**src/rtl/onewire_slave_rx_crc.sv**
```systemverilog
// 1-Wire slave receiver: detects the master reset pulse, answers with a presence pulse,
// then shifts in an LSB-first frame whose trailing byte is checked as a Dallas CRC-8.
module onewire_slave_rx_crc #(
  parameter int CLK_FREQ_HZ  = 1_000_000,
  parameter int FRAME_BITS   = 64,
  parameter int SAMPLE_US    = 15,
  parameter int RESET_MIN_US = 480,
  parameter int PRES_WAIT_US = 30,
  parameter int PRES_US      = 120,
  parameter int CRC_EN       = 1
) (
  input  logic                  clk,
  input  logic                  reset,
  input  logic                  i_dq,
  output logic                  o_dq_oe,
  output logic [FRAME_BITS-9:0] o_data,
  output logic [7:0]            o_crc,
  output logic                  o_valid,
  output logic                  o_error,
  output logic                  o_busy
);

  localparam int CYC_US        = CLK_FREQ_HZ / 1_000_000;
  localparam int RESET_CYC     = RESET_MIN_US * CYC_US;
  localparam int PRES_WAIT_CYC = PRES_WAIT_US * CYC_US;
  localparam int PRES_CYC      = PRES_US * CYC_US;
  localparam int SAMPLE_CYC    = SAMPLE_US * CYC_US;
  localparam int PAYLOAD_BITS  = FRAME_BITS - 8;
  localparam bit CRC_CHECK     = (CRC_EN != 0);

  localparam int MAX_A   = (RESET_CYC > PRES_CYC) ? RESET_CYC : PRES_CYC;
  localparam int MAX_B   = (PRES_WAIT_CYC > SAMPLE_CYC) ? PRES_WAIT_CYC : SAMPLE_CYC;
  localparam int TMR_MAX = (MAX_A > MAX_B) ? MAX_A : MAX_B;
  localparam int TW      = $clog2(TMR_MAX + 1);
  localparam int BW      = $clog2(FRAME_BITS + 1);

  typedef enum logic [3:0] {
    IDLE, RST_LOW, PRES_WAIT, PRES_DRV, PRES_REL, WAIT_FALL, SLOT, WAIT_HIGH, DONE
  } state_t;

  state_t                state_q, state_d;
  logic                  dq_meta_q, dq_s;
  logic [TW-1:0]         tmr_q;
  logic [BW-1:0]         bit_cnt_q;
  logic [7:0]            crc_q;
  logic [FRAME_BITS-1:0] sr_q;
  logic                  dq_oe_q, valid_q, error_q, busy_q;
  logic [FRAME_BITS-9:0] data_q;
  logic [7:0]            crc_out_q;

  logic       tmr_clr, tmr_one, frame_init, sample_en, done_go, abort;
  logic       reset_seen, crc_fb;
  logic [7:0] crc_next;

  // The first low cycle is spent leaving IDLE/WAIT_FALL, so the low time seen is tmr+1.
  assign reset_seen = (tmr_q >= TW'(RESET_CYC - 1));
  assign crc_fb     = crc_q[0] ^ dq_s;
  assign crc_next   = {1'b0, crc_q[7:1]} ^ (crc_fb ? 8'h8C : 8'h00);

  // NOTE: every output of a combinational block gets a default first; a path that
  // leaves one unassigned would infer a latch.
  always_comb begin
    state_d    = state_q;
    tmr_clr    = 1'b0;
    tmr_one    = 1'b0;
    frame_init = 1'b0;
    sample_en  = 1'b0;
    done_go    = 1'b0;
    abort      = 1'b0;
    unique case (state_q)
      IDLE: begin
        if (!dq_s) begin
          state_d = RST_LOW;
          tmr_clr = 1'b1;
        end
      end
      RST_LOW: begin
        if (dq_s) begin
          if (reset_seen) begin
            state_d = PRES_WAIT;
            tmr_one = 1'b1;  // the release-detect cycle counts toward the wait
          end else begin
            state_d = IDLE;
          end
        end
      end
      PRES_WAIT: begin
        if (tmr_q >= TW'(PRES_WAIT_CYC - 1)) begin
          state_d = PRES_DRV;
          tmr_clr = 1'b1;
        end
      end
      PRES_DRV: begin
        if (tmr_q == TW'(PRES_CYC - 1)) state_d = PRES_REL;
      end
      PRES_REL: begin
        if (dq_s) begin
          state_d    = WAIT_FALL;
          frame_init = 1'b1;
        end
      end
      WAIT_FALL: begin
        if (!dq_s) begin
          state_d = SLOT;
          tmr_clr = 1'b1;
        end
      end
      SLOT: begin
        if (!dq_s && reset_seen) begin
          state_d = RST_LOW;
          abort   = 1'b1;
        end else if (tmr_q == TW'(SAMPLE_CYC - 1)) begin
          state_d   = WAIT_HIGH;
          sample_en = 1'b1;
        end
      end
      WAIT_HIGH: begin
        if (dq_s) begin
          if (bit_cnt_q == BW'(FRAME_BITS)) begin
            state_d = DONE;
            done_go = 1'b1;
          end else begin
            state_d = WAIT_FALL;
          end
        end else if (reset_seen) begin
          // A slot stretched into a reset pulse: drop the frame and treat it as a reset.
          state_d = RST_LOW;
          abort   = 1'b1;
        end
      end
      DONE:    state_d = IDLE;
      default: state_d = IDLE;
    endcase
  end

  // NOTE: sequential state uses non-blocking assignments so every register samples
  // the pre-edge values regardless of statement order.
  always_ff @(posedge clk or negedge reset) begin
    if (!reset) begin
      dq_meta_q <= 1'b1;  // released bus reads high
      dq_s      <= 1'b1;
      state_q   <= IDLE;
      tmr_q     <= '0;
      bit_cnt_q <= '0;
      crc_q     <= '0;
      sr_q      <= '0;
      dq_oe_q   <= 1'b0;
      valid_q   <= 1'b0;
      error_q   <= 1'b0;
      busy_q    <= 1'b0;
      data_q    <= '0;
      crc_out_q <= '0;
    end else begin
      dq_meta_q <= i_dq;
      dq_s      <= dq_meta_q;
      state_q   <= state_d;

      if (tmr_clr)             tmr_q <= '0;
      else if (tmr_one)        tmr_q <= TW'(1);
      else if (tmr_q != '1)    tmr_q <= tmr_q + TW'(1);

      if (frame_init) begin
        bit_cnt_q <= '0;
        crc_q     <= '0;
      end else if (sample_en) begin
        sr_q      <= {dq_s, sr_q[FRAME_BITS-1:1]};
        bit_cnt_q <= bit_cnt_q + BW'(1);
        if (bit_cnt_q < BW'(PAYLOAD_BITS)) crc_q <= crc_next;
      end

      if (done_go) begin
        data_q    <= sr_q[FRAME_BITS-9:0];
        crc_out_q <= sr_q[FRAME_BITS-1:FRAME_BITS-8];
      end

      valid_q <= done_go;
      error_q <= abort | (done_go & CRC_CHECK & (crc_q != sr_q[FRAME_BITS-1:FRAME_BITS-8]));
      dq_oe_q <= (state_d == PRES_DRV);
      busy_q  <= (state_d inside {PRES_DRV, PRES_REL, WAIT_FALL, SLOT, WAIT_HIGH});
    end
  end

  assign o_dq_oe = dq_oe_q;
  assign o_data  = data_q;
  assign o_crc   = crc_out_q;
  assign o_valid = valid_q;
  assign o_error = error_q;
  assign o_busy  = busy_q;

endmodule

```
**config.mk**
```make
export PLATFORM = sky130hd
export DESIGN_NAME = onewire_slave_rx_crc
export DESIGN_NICKNAME = d
export VERILOG_FILES = /design/src/rtl/onewire_slave_rx_crc.sv
export SDC_FILE = /design/constraint.sdc
export NUM_CORES = 1
export LEC_CHECK = 0
export BUFFER_PORTS_ARGS = -buffer_cell sky130_fd_sc_hd__buf_2
export CAP_MARGIN = 10
export CORE_ASPECT_RATIO = 0.9
export CORE_MARGIN = 1
export CORE_UTILIZATION = 50
export CTS_CLUSTER_DIAMETER = 40
export CTS_CLUSTER_SIZE = 10
export DETAILED_ROUTE_END_ITERATION = 10
export PLACE_DENSITY = 0.68
export REMOVE_ABC_BUFFERS = 1
export SYNTH_ARGS = -nofsm -noshare
export SYNTH_HDL_FRONTEND = slang
export SYNTH_SLANG_ARGS = --single-unit
export TNS_END_PERCENT = 100
```
**constraint.sdc**
```tcl
create_clock -name clk -period 2.23 [get_ports clk]
set_input_delay 0.1115 -clock clk [delete_from_list [all_inputs] [get_ports clk]]
set_output_delay 0.1115 -clock clk [all_outputs]
set_load 0.005 [all_outputs]
```
# After elaboration in Yosys (flattened, before gate mapping)

Index checks and enable logic that the tools add are counted.

Register bits: 162
Word-level logic and storage cells: 89
Input bits: 3
Output and inout port bits: 68

Reductions and logical operators: 10
Bitwise logic cells: 5
Multiplexer cells: 39
Equality and inequality tests: 17
Add/sub/neg operators: 2
Magnitude comparators: 3

Operators with widths:

| kind                                                                  | count |
|---|---|
| 4-bit 2-to-1 mux                                                      | 11 |
| 4-bit by 3-bit == test with 1-bit output, second input constant       | 8 |
| 8-bit 2-to-1 mux                                                      | 4 |
| 4-bit one-hot mux with 8 select lines                                 | 1 |
| 9-bit 2-to-1 mux                                                      | 3 |
| 1-bit 2-to-1 mux                                                      | 15 |
| 7-bit 2-to-1 mux                                                      | 2 |
| 4-bit by 2-bit == test with 1-bit output, second input constant       | 3 |
| 9-bit by 1-bit adder with 9-bit output, second input constant         | 1 |
| 9-bit by 4-bit == test with 1-bit output, second input constant       | 1 |
| 9-bit by 7-bit == test with 1-bit output, second input constant       | 1 |
| 9-bit by 5-bit >= comparator with 1-bit output, second input constant | 1 |
| 9-bit >= comparator, second input constant                            | 1 |
| 9-bit != test, second input constant                                  | 1 |
| 8-bit != test                                                         | 1 |
| 7-bit by 8-bit XOR with 8-bit output                                  | 1 |
| 7-bit by 1-bit adder with 7-bit output, second input constant         | 1 |
| 7-bit == test, second input constant                                  | 1 |
| 7-bit by 6-bit < comparator with 1-bit output, second input constant  | 1 |
| 5-bit nonzero test                                                    | 1 |
| 4-bit by 1-bit == test with 1-bit output, second input constant       | 1 |
| 4-bit logical NOT                                                     | 1 |
| 1-bit one-hot mux with 2 select lines                                 | 2 |
| 2-bit AND reduction                                                   | 2 |
| 10 further kinds                                                      | 11 |

# Depth between registers and ports, before layout

Gate-level depths: netlist of run 1.

Depth after elaboration: 6
Depth in mapped cells: 10
Depth with buffers taken out: 8

# Worst setup path after synthesis of run 1

No wires, ideal clock.

Path type: flip-flop to flip-flop
From: register tmr_q[5]
To: register sr_q[10]
Stages on the path, launching flop included: 6
Period minus slack after synthesis: 2.004 ns
Buffers on the path: 2
Data required time: 2.105 ns
Path slack: 0.226 ns
Library setup time: 0.125 ns
Arrival time: 1.879 ns
Cell sequence: dfrtp_1 or4_4 nor4_4 buf_6 buf_6 mux2_2

Longest elaborated chain between the ends: 5
Elaborated cells between the ends (all ways): 7
Those cells by class: 1 x order compare; 1 x eq/ne; 3 x mux; 2 x reduce/logical

RTL lines:

| element                                                                         | RTL line | text |
|---|---|---|
| start, declared                                                                 | 43       | `logic [TW-1:0] tmr_q;` |
| start signal, assigned                                                          | 160      | `else if (tmr_q != '1) tmr_q <= tmr_q + TW'(1);` |
| 9-bit >= comparator or 9-bit by 4-bit == test with 1-bit output (tied branches) | 56, 112  |  |
| 1-bit logical AND or 1-bit 2-to-1 mux (tied branches)                           | 109, 112 |  |
| 1-bit 2-to-1 mux *                                                              | 109      | `if (!dq_s && reset_seen) begin` |
| 1-bit 2-to-1 mux *                                                              | 70       | `unique case (state_q)` |
| 2-bit AND reduction (no line) *                                                 | -        |  |
| end signal, assigned                                                            | 166      | `sr_q <= {dq_s, sr_q[FRAME_BITS-1:1]};` |
| end, declared                                                                   | 46       | `logic [FRAME_BITS-1:0] sr_q;` |

Mark *: on every way between the ends. The rest lies on a longest branch, timed or not.
A chain may end at the register's enable or synchronous reset.

# Final worst setup path of run 1

From: register tmr_q[8]
To: register sr_q[60]

The elaborated chain is that of the path after synthesis.

==> results.toml, run 1 <==
[detailed_routing]
wire_per_inst_um = 14.8
drt_pass1_iterations = 4
via_per_inst = 5.18
drtIter0Drc = 271
remaining_drc_errors = 0
ant_nets = 0
wirelength_um = 12700
vias = 4446

[synth]
synth_area_um2 = 6670
synthFlopType = "dfrtp_1"
postSynthAreaPerCell_um2 = 11.1
ys_seq_elements = 162
synthArstFlopShare_pct = 100
synth_top_area_cell = "dfrtp_1"
synth_edf_count = 0
ys_seq_area_share_pct = 60.9
synth_area_leaders = "dfrtp_1 60%, nand2_1 12%, mux2_2 11%, xnor2_1 1.6%, xor2_1 1.6%"
synth_cell_types = 48
synthCells = 599
yosysTopAreaCellShare_pct = 60.1
ys_warn_count = 0

[setup_path]
cp_common_cell = "buf_4"
cpPeakStageDelay_ps = 550
crit_buf_inv = 2
reg2reg_from = "tmr_q[8]"
worst_r2r_path_depth = 5
crit_arrival_ps = 2460
worstSetupPathType = "flop to flop"
worstPathRequired_ps = 2530
critical_path.cell_chain = "or4_4 > nor4_4 > buf_4 > buf_4 > mux2_2"
cp_top_family = "simple AND/OR/NAND/NOR gates"
cp_max_fo = 20
r2r_slack_ps = 70
end_kind = "flop"
startpoint_type = "flop"
cp_slowest_cell = "or4_4"
rr_endpoint = "sr_q[60]"

[cts]
cts_root_buf = "clkbuf_16"
cts_tree = "yes"
post_cts_buffers = 0
htree_levels = 4
path_clk_slew_ps = 70
cts_buffers = 17
clockBufferDepth = 2
cts_num_sinks = 162
clock_latency_ps = 430

[grt]
grt_pass1_vias = 4576
grt_overflow = 0
antenna_found_initial = 0
grt_max_degree = 59
grt_pass1_wl_um = 22000
grt_usage_pct = 20.6

[timing]
post-route-period-util_pct = 96.9
fin_crit_ps = 2160
worst_hold_slack_ps = 225
setup_ws_ps = 69.6
slew_headroom_pct = 64.6
setup_viol_count_final = 0
max_clock_freq_mhz = 463
fin_skew_ps = 20.5
hold_viol = 0
tightest_slew_ps = 527
rsz0062_at_grt = "false"
finalMaxSlewViolations = 0

[placement]
port_buffers = 70
dp_hpwl_um = 8350
place_ws_ps = 82.7
routabilityCongestion = 0.818

[die]
fp.dieH_um = 112
io_pins = 71
start_util_pct = 51.9
core_area_um2 = 12800
rows = 39
dieWidth_um = 124
die_area_um2 = 13800

[layout]
n_fill_cell = 1043
area_growth_pct = 17.3
diodes = 0
final_cell_mix = "210 x nand2_1, 159 x dfrtp_1, 69 x buf_2"
layout_commonest_cell = "nand2_1"
nNetsFinal = 690
drive_gt1_share_pct = 28.1

[min_path]
hold_path.class = "primary input to async pin"

[flow_run]
max_cap_violations = 0

[pwr]
power_leakage_nw = 4.25
pwr_density_cell_nw_per_um2 = 761
peakVddDrop_mv = 0.706

[run_status]
status = "finished, final reports clean"
[kinds of logic after synthesis]
group	synth area share, %
XOR/XNOR	3.15
adder cells (fa/ha/maj)	1.13
buffers and inverters	3.08
AND/OR/NAND/NOR	17.9
multiplexers	11.4
flip-flops	60.9
AO/OA/AOI/OAI	2.50
[sequential cells by signal, indices dropped and copies added, names as in the netlist]
register,count
sr_q,64
o_busy,1
o_error,1
o_valid,1
o_dq_oe,1
bit_cnt_q,7
dq_meta_q,1
o_data,56
crc_q,8
tmr_q,9
state_q,4
dq_s,1
o_crc,8
[Yosys cell counts, drive strengths merged (4+ instances only)]
library cell,n
nand2,211
nor4,4
mux2,65
dfrtp,160
nand4,6
buf,17
nor2,25
o21ai,4
inv,7
clkbuf,12
xnor2,12
a21oi,10
ha,6
xor2,12
nand3,6
[through the flow]
| step | TNS (ps) | utilization [%] | cells | instance area [µm²] | power [mW] |
|---|---|---|---|---|---|
| after floorplan | -211040 | - | 570 | 6490 | 3.16 |
| after global placement | 0 | 56.4 | 824 | 7240 | 3.26 |
| after detailed placement | 0 | 56.4 | 824 | 7240 | 3.27 |
| after CTS | 0 | 60.9 | 858 | 7820 | 6.02 |
| after global routing | 0 | 60.9 | 858 | 7820 | 6.17 |
| final | 0 | 60.9 | 858 | 7820 | 5.95 |
[per-layer routing]
metal	vias to the layer above	GRT usage (%)	wire, µm
met5	-	0	0
met4	0	6.35	99
met1	2217	27.8	5910
met2	84	32.3	6200
li1	2137	-	-
met3	8	5.89	518
[worst max path at each step]
stage,from,endpoint,depth (start not counted)
after floorplan,tmr_q[5],crc_q[2],5
after global placement,tmr_q[8],sr_q[15],5
after detailed placement,tmr_q[1],o_busy,7
after CTS,tmr_q[8],bit_cnt_q[4],7
after global routing,tmr_q[8],sr_q[3],5
final,tmr_q[8],sr_q[60],5
[final cells by class]
class / instances / area, µm² / share of cell area (%)
clock inverter: 11 / 106 / 1.36
multi-input combinational: 401 / 2410 / 30.8
inverter: 7 / 26.3 / 0.336
clock buffer: 21 / 450 / 5.76
sequential: 162 / 4060 / 51.9
timing repair buffer: 92 / 568 / 7.26
tap: 164 / 205 / 2.62
[report_power, final]
| part | total (mW) | switching [mW] | internal, mW |
|---|---|---|---|
| logic | 0.180 | 0.116 | 0.0644 |
| registers | 3.03 | 0.0632 | 2.97 |
| clock network | 2.73 | 1.16 | 1.57 |
| total | 5.95 | 1.34 | 4.61 |
[what timing repair did]
item | CTS | global route
endpoints found under the setup margin | 0 | 2
gates resized for setup | 0 | 2
hold endpoints to repair | 54 | 0
hold buffers | 2 | 0
No activity file was read; power rests on OpenSTA's default activity.
==> run 2: changes to the inputs <==
Settings changed: PLACE_DENSITY 0.68 to 0.7, SLEW_MARGIN set to 30.
Clock period 2.23 ns to 1.9 ns, I/O delays scaled along.
==> run 2 against run 1 <==
Critical path type unchanged. First-iteration DRC count fell by 5.9%. Via count grew 6.0%. Final cell count up 5.2%. Critical endpoint is now sr_q[32]. Setup slack lost 240 ps. Wire length increased by 17%. The flow now finishes with violations (setup timing). Critical path depth unchanged. Register-to-register slack got worse by 240 ps. Total power is 33% higher.
==> results.toml, run 2 (synthesized netlist as in run 1, its figures left out) <==
[run_status]
status = "finished with violations"
violations = "setup timing"

[setup_path]
r2r_slack_ps = -170
worstPathRequired_ps = 2210
startpoint_type = "flop"
worstSetupPathType = "flop to flop"
end_kind = "flop"
crit_arrival_ps = 2380
rr_endpoint = "sr_q[32]"
cp_max_fo = 17
worst_r2r_path_depth = 5
reg2reg_from = "tmr_q[8]"
crit_path_start = "tmr_q[8]"

[grt]
grt_usage_pct = 23.5
grt_pass1_wl_um = 24800
grt_max_degree = 55
grt_overflow = 0
antenna_found_initial = 0
grt_pass1_vias = 4999

[timing]
setup_ws_ps = -168
worst_hold_slack_ps = 195
post-route-period-util_pct = 109
fin_crit_ps = 2070
rsz0062_at_grt = "true"
hold_viol = 0
finalMaxSlewViolations = 0
max_clock_freq_mhz = 484
setup_viol_count_final = 81
fin_skew_ps = 8.72
slew_headroom_pct = 63.9
tightest_slew_ps = 541

[die]
fp.dieH_um = 112
dieWidth_um = 124
start_util_pct = 51.9
rows = 39
die_area_um2 = 13800
io_pins = 71
core_area_um2 = 12800

[layout]
drive_gt1_share_pct = 36.8
largest_reg_flops = 64
largest_register = "sr_q"
final_cell_mix = "208 x nand2_1, 156 x dfrtp_1, 70 x buf_2"
diodes = 0
area_growth_pct = 31.7
final_area_um2 = 8780
layout_commonest_cell = "nand2_1"
nNetsFinal = 735

[detailed_routing]
drt_pass1_iterations = 4
wire_per_inst_um = 16.5
via_per_inst = 5.22
drtIter0Drc = 255
met2_length_um = 7310
top_layer_used = "met4"
vias = 4713
wl_met1_um = 6610
ant_nets = 0
wirelength_um = 14900
dr_wl_met3_um = 575
remaining_drc_errors = 0

[cts]
path_clk_slew_ps = 60
cts_tree = "yes"
cts_root_buf = "clkbuf_16"
cts_buffers = 17
cts_num_sinks = 162
clockBufferDepth = 2
clock_latency_ps = 430
htree_levels = 4

[placement]
routabilityCongestion = 0.861
place_ws_ps = -216
post_dp_cell_area_um2 = 7510
port_buffers = 70
dp_hpwl_um = 8770

[min_path]
hold_path.class = "primary input to async pin"

[pwr]
peakVddDrop_mv = 0.649
pwr_density_cell_nw_per_um2 = 902
total_power_mw = 7.91
power_leakage_nw = 4.62

[flow_run]
max_cap_violations = 0
run 2: changes by cell type in the layout (fill, tap and decap cells not counted), sizes merged:
cell,before,now
buf,90,135
bufinv,1,6
clkbuf,21,19
clkinvlp,3,1
clkinv,5,4
run 2: power breakdown:
| part | internal [mW] | switching, mW | total (mW) | leakage [nW] |
|---|---|---|---|---|
| sequential | 3.49 | 0.0577 | 3.55 | 2.25 |
| combinational | 0.236 | 0.238 | 0.474 | 2.05 |
| clock | 2.50 | 1.39 | 3.89 | 0.328 |
run 2: through the flow:
stage          cells  TNS (ps)  util [%]
3_5_place_dp     855    -11520      58.5
6_report         903     -8860      68.4
3_3_place_gp     855     -9810      58.5
5_1_grt          903    -15680      68.4
4_1_cts          901     -4550      66.7
2_1_floorplan    570   -258860         -
run 2: worst max-delay path by stage:
stage / depth (start not counted) / slack (ps) / endpoint
6_report: 5 / -170 / sr_q[32]
5_1_grt: 7 / -260 / crc_q[2]
4_1_cts: 8 / -110 / sr_q[34]
3_5_place_dp: 4 / -220 / sr_q[16]
3_3_place_gp: 4 / -180 / sr_q[17]
2_1_floorplan: 5 / -2300 / crc_q[2]
run 2: critical path: stages (launching register included):
cell     delay [ps]
dfrtp_1         380
or4_4           560
nor4_4          280
buf_6           200
buf_12          170
mux2_2          350
run 2: what timing repair did:
item                                   CTS  global route
setup endpoints to repair               82           153
cloned                                   2             1
gates resized for setup                 61            56
endpoints found under the hold margin   51             0
setup buffers                           10             4
pin swaps                                6            22
hold buffers                             2             0
run 2: area by class of cell:
class | instances | area (µm²)
clock buffer | 19 | 443
clock inverter | 13 | 229
fill | 935 | 4060
inverter | 7 | 28.8
multi-input combinational | 401 | 2760
sequential | 162 | 4060
tap | 164 | 205
timing repair buffer | 137 | 1050
run 2: routing by layer:
layer | vias to the layer above | GRT usage [%]
met5 | - | 0
met4 | 0 | 10.4
met3 | 30 | 5.84
met2 | 104 | 37.9
met1 | 2362 | 29.9
li1 | 2217 | -
==> run 3: changes to the inputs <==
Settings changed: BUFFER_PORTS_ARGS -buffer_cell sky130_fd_sc_hd__buf_2 to not set, DONT_BUFFER_PORTS set to 1, GPL_TIMING_DRIVEN set to 1, PLACE_DENSITY 0.7 to 0.66.
==> run 3 against run 2 <==
The run ends with hold timing, setup timing left. Via count down 7.7%. Worst hold slack worse by 830 ps. Flip-flop and latch count unchanged. Final cell count down 8.5%. Largest cell class unchanged.
==> results.toml, run 3 (synthesized netlist as in run 1, its figures left out) <==
[placement]
routabilityCongestion = 0.839
dp_hpwl_um = 8150
port_buffers = 0
post_dp_cell_area_um2 = 7160

[run_status]
status = "finished with violations"
violations = "hold timing, setup timing"

[timing]
slew_headroom_pct = 71.3
fin_skew_ps = 8.95
rsz0062_at_grt = "true"
setup_viol_count_final = 95
fin_crit_ps = 2070
post-route-period-util_pct = 109
setup_ws_ps = -174
finalMaxSlewViolations = 0
tightest_slew_ps = 425
max_clock_freq_mhz = 482
worst_hold_slack_ps = -635
hold_viol = 162

[cts]
cts_tree = "yes"
path_clk_slew_ps = 60
cts_num_sinks = 162
cts_buffers = 17
cts_hold_buf = 1
cts_root_buf = "clkbuf_16"
clock_latency_ps = 420
htree_levels = 4
clockBufferDepth = 2

[layout]
largest_reg_flops = 64
final_area_um2 = 8250
diodes = 0
drive_gt1_share_pct = 29.0
layout_commonest_cell = "nand2_1"
largest_register = "sr_q"
nNetsFinal = 659
area_growth_pct = 23.8
final_cell_mix = "207 x nand2_1, 159 x dfrtp_1, 43 x mux2_4, 43 x buf_4"

[setup_path]
startpoint_type = "flop"
worstPathRequired_ps = 2200
worstSetupPathType = "flop to flop"
end_kind = "flop"
cp_max_fo = 12
crit_arrival_ps = 2380

[pwr]
power_leakage_nw = 4.18
peakVddDrop_mv = 0.556
pwr_density_cell_nw_per_um2 = 896
total_power_mw = 7.39

[die]
die_area_um2 = 13800
io_pins = 71
start_util_pct = 51.9
dieWidth_um = 124
rows = 39
fp.dieH_um = 112
core_area_um2 = 12800

[grt]
grt_max_degree = 163
grt_overflow = 0
grt_pass1_vias = 4512
antenna_found_initial = 0
grt_pass1_wl_um = 21700
grt_usage_pct = 20.6

[detailed_routing]
drtIter0Drc = 185
remaining_drc_errors = 0
vias = 4351
drt_pass1_iterations = 4
wirelength_um = 13700
wire_per_inst_um = 16.6
via_per_inst = 5.27
ant_nets = 0

[flow_run]
max_cap_violations = 0

[min_path]
hold_path.class = "primary input to async pin"
run 3: cell count changes in the layout (fill, tap and decap cells not counted), sizes merged:
cell	before	now
dlygate4sd3	2	1
buf	135	55
clkinv	4	3
inv	9	8
bufinv	6	3
clkbuf	19	28
run 3: critical path, stage by stage (launching register included):
cell and delay [ps]:
dfrtp_1 380, or4_4 560, nor4_4 290, buf_6 220, buf_12 150, mux2_2 340
run 3: area by class of cell:
| type | count | area, µm² |
|---|---|---|
| clock inverter | 8 | 125 |
| clock buffer | 23 | 488 |
| inverter | 7 | 28.8 |
| fill | 992 | 4580 |
| timing repair buffer | 61 | 658 |
| tap | 164 | 205 |
| multi-input combinational | 401 | 2690 |
| sequential | 162 | 4060 |
run 3: power breakdown:
part / total [mW] / switching [mW] / internal [mW]
Combinational: 0.327 / 0.151 / 0.176
Clock: 3.52 / 1.32 / 2.20
Sequential: 3.55 / 0.0619 / 3.49
Total: 7.39 / 1.53 / 5.86
run 3: through the flow:
step	TNS, ps	setup WS, ps	hold WS [ps]	instances	utilization, %
after detailed placement	-11870	-178	-196	783	55.8
after global routing	-22640	-231	-658	826	64.3
final	-10390	-174	-635	826	64.3
after floorplan	-258860	-2300	-201	570	-
after CTS	-6490	-134	-657	817	61.0
after global placement	-9740	-146	-192	783	55.8
run 3: worst paths after layout:
kind	startpoint	end	slack, ps	cells past startpoint
max in group asynchronous	reset	sr_q[2]	2240	0
min	reset	state_q[0]	-630	0
max	tmr_q[5]	sr_q[25]	-170	5
min in group clk	i_dq	dq_meta_q	220	1
max reg2reg	tmr_q[5]	sr_q[25]	-170	5
min reg2reg	dq_meta_q	dq_s	350	0
run 3: what timing repair did:
item | CTS | global route
setup endpoints to repair | 82 | 146
gates cloned | 0 | 5
endpoints found under the hold margin | 163 | 162
gates resized for setup | 7 | 76
pin swaps | 4 | 15
setup buffers | 2 | 7
run 3: metal layers:
metal	up-vias	global-route usage [%]	share of wire, %
li1	2064	-	-
met1	2187	27.4	45
met2	83	31.0	48
met3	17	6.30	4.9
met4	0	9.16	1.5
met5	-	0	0
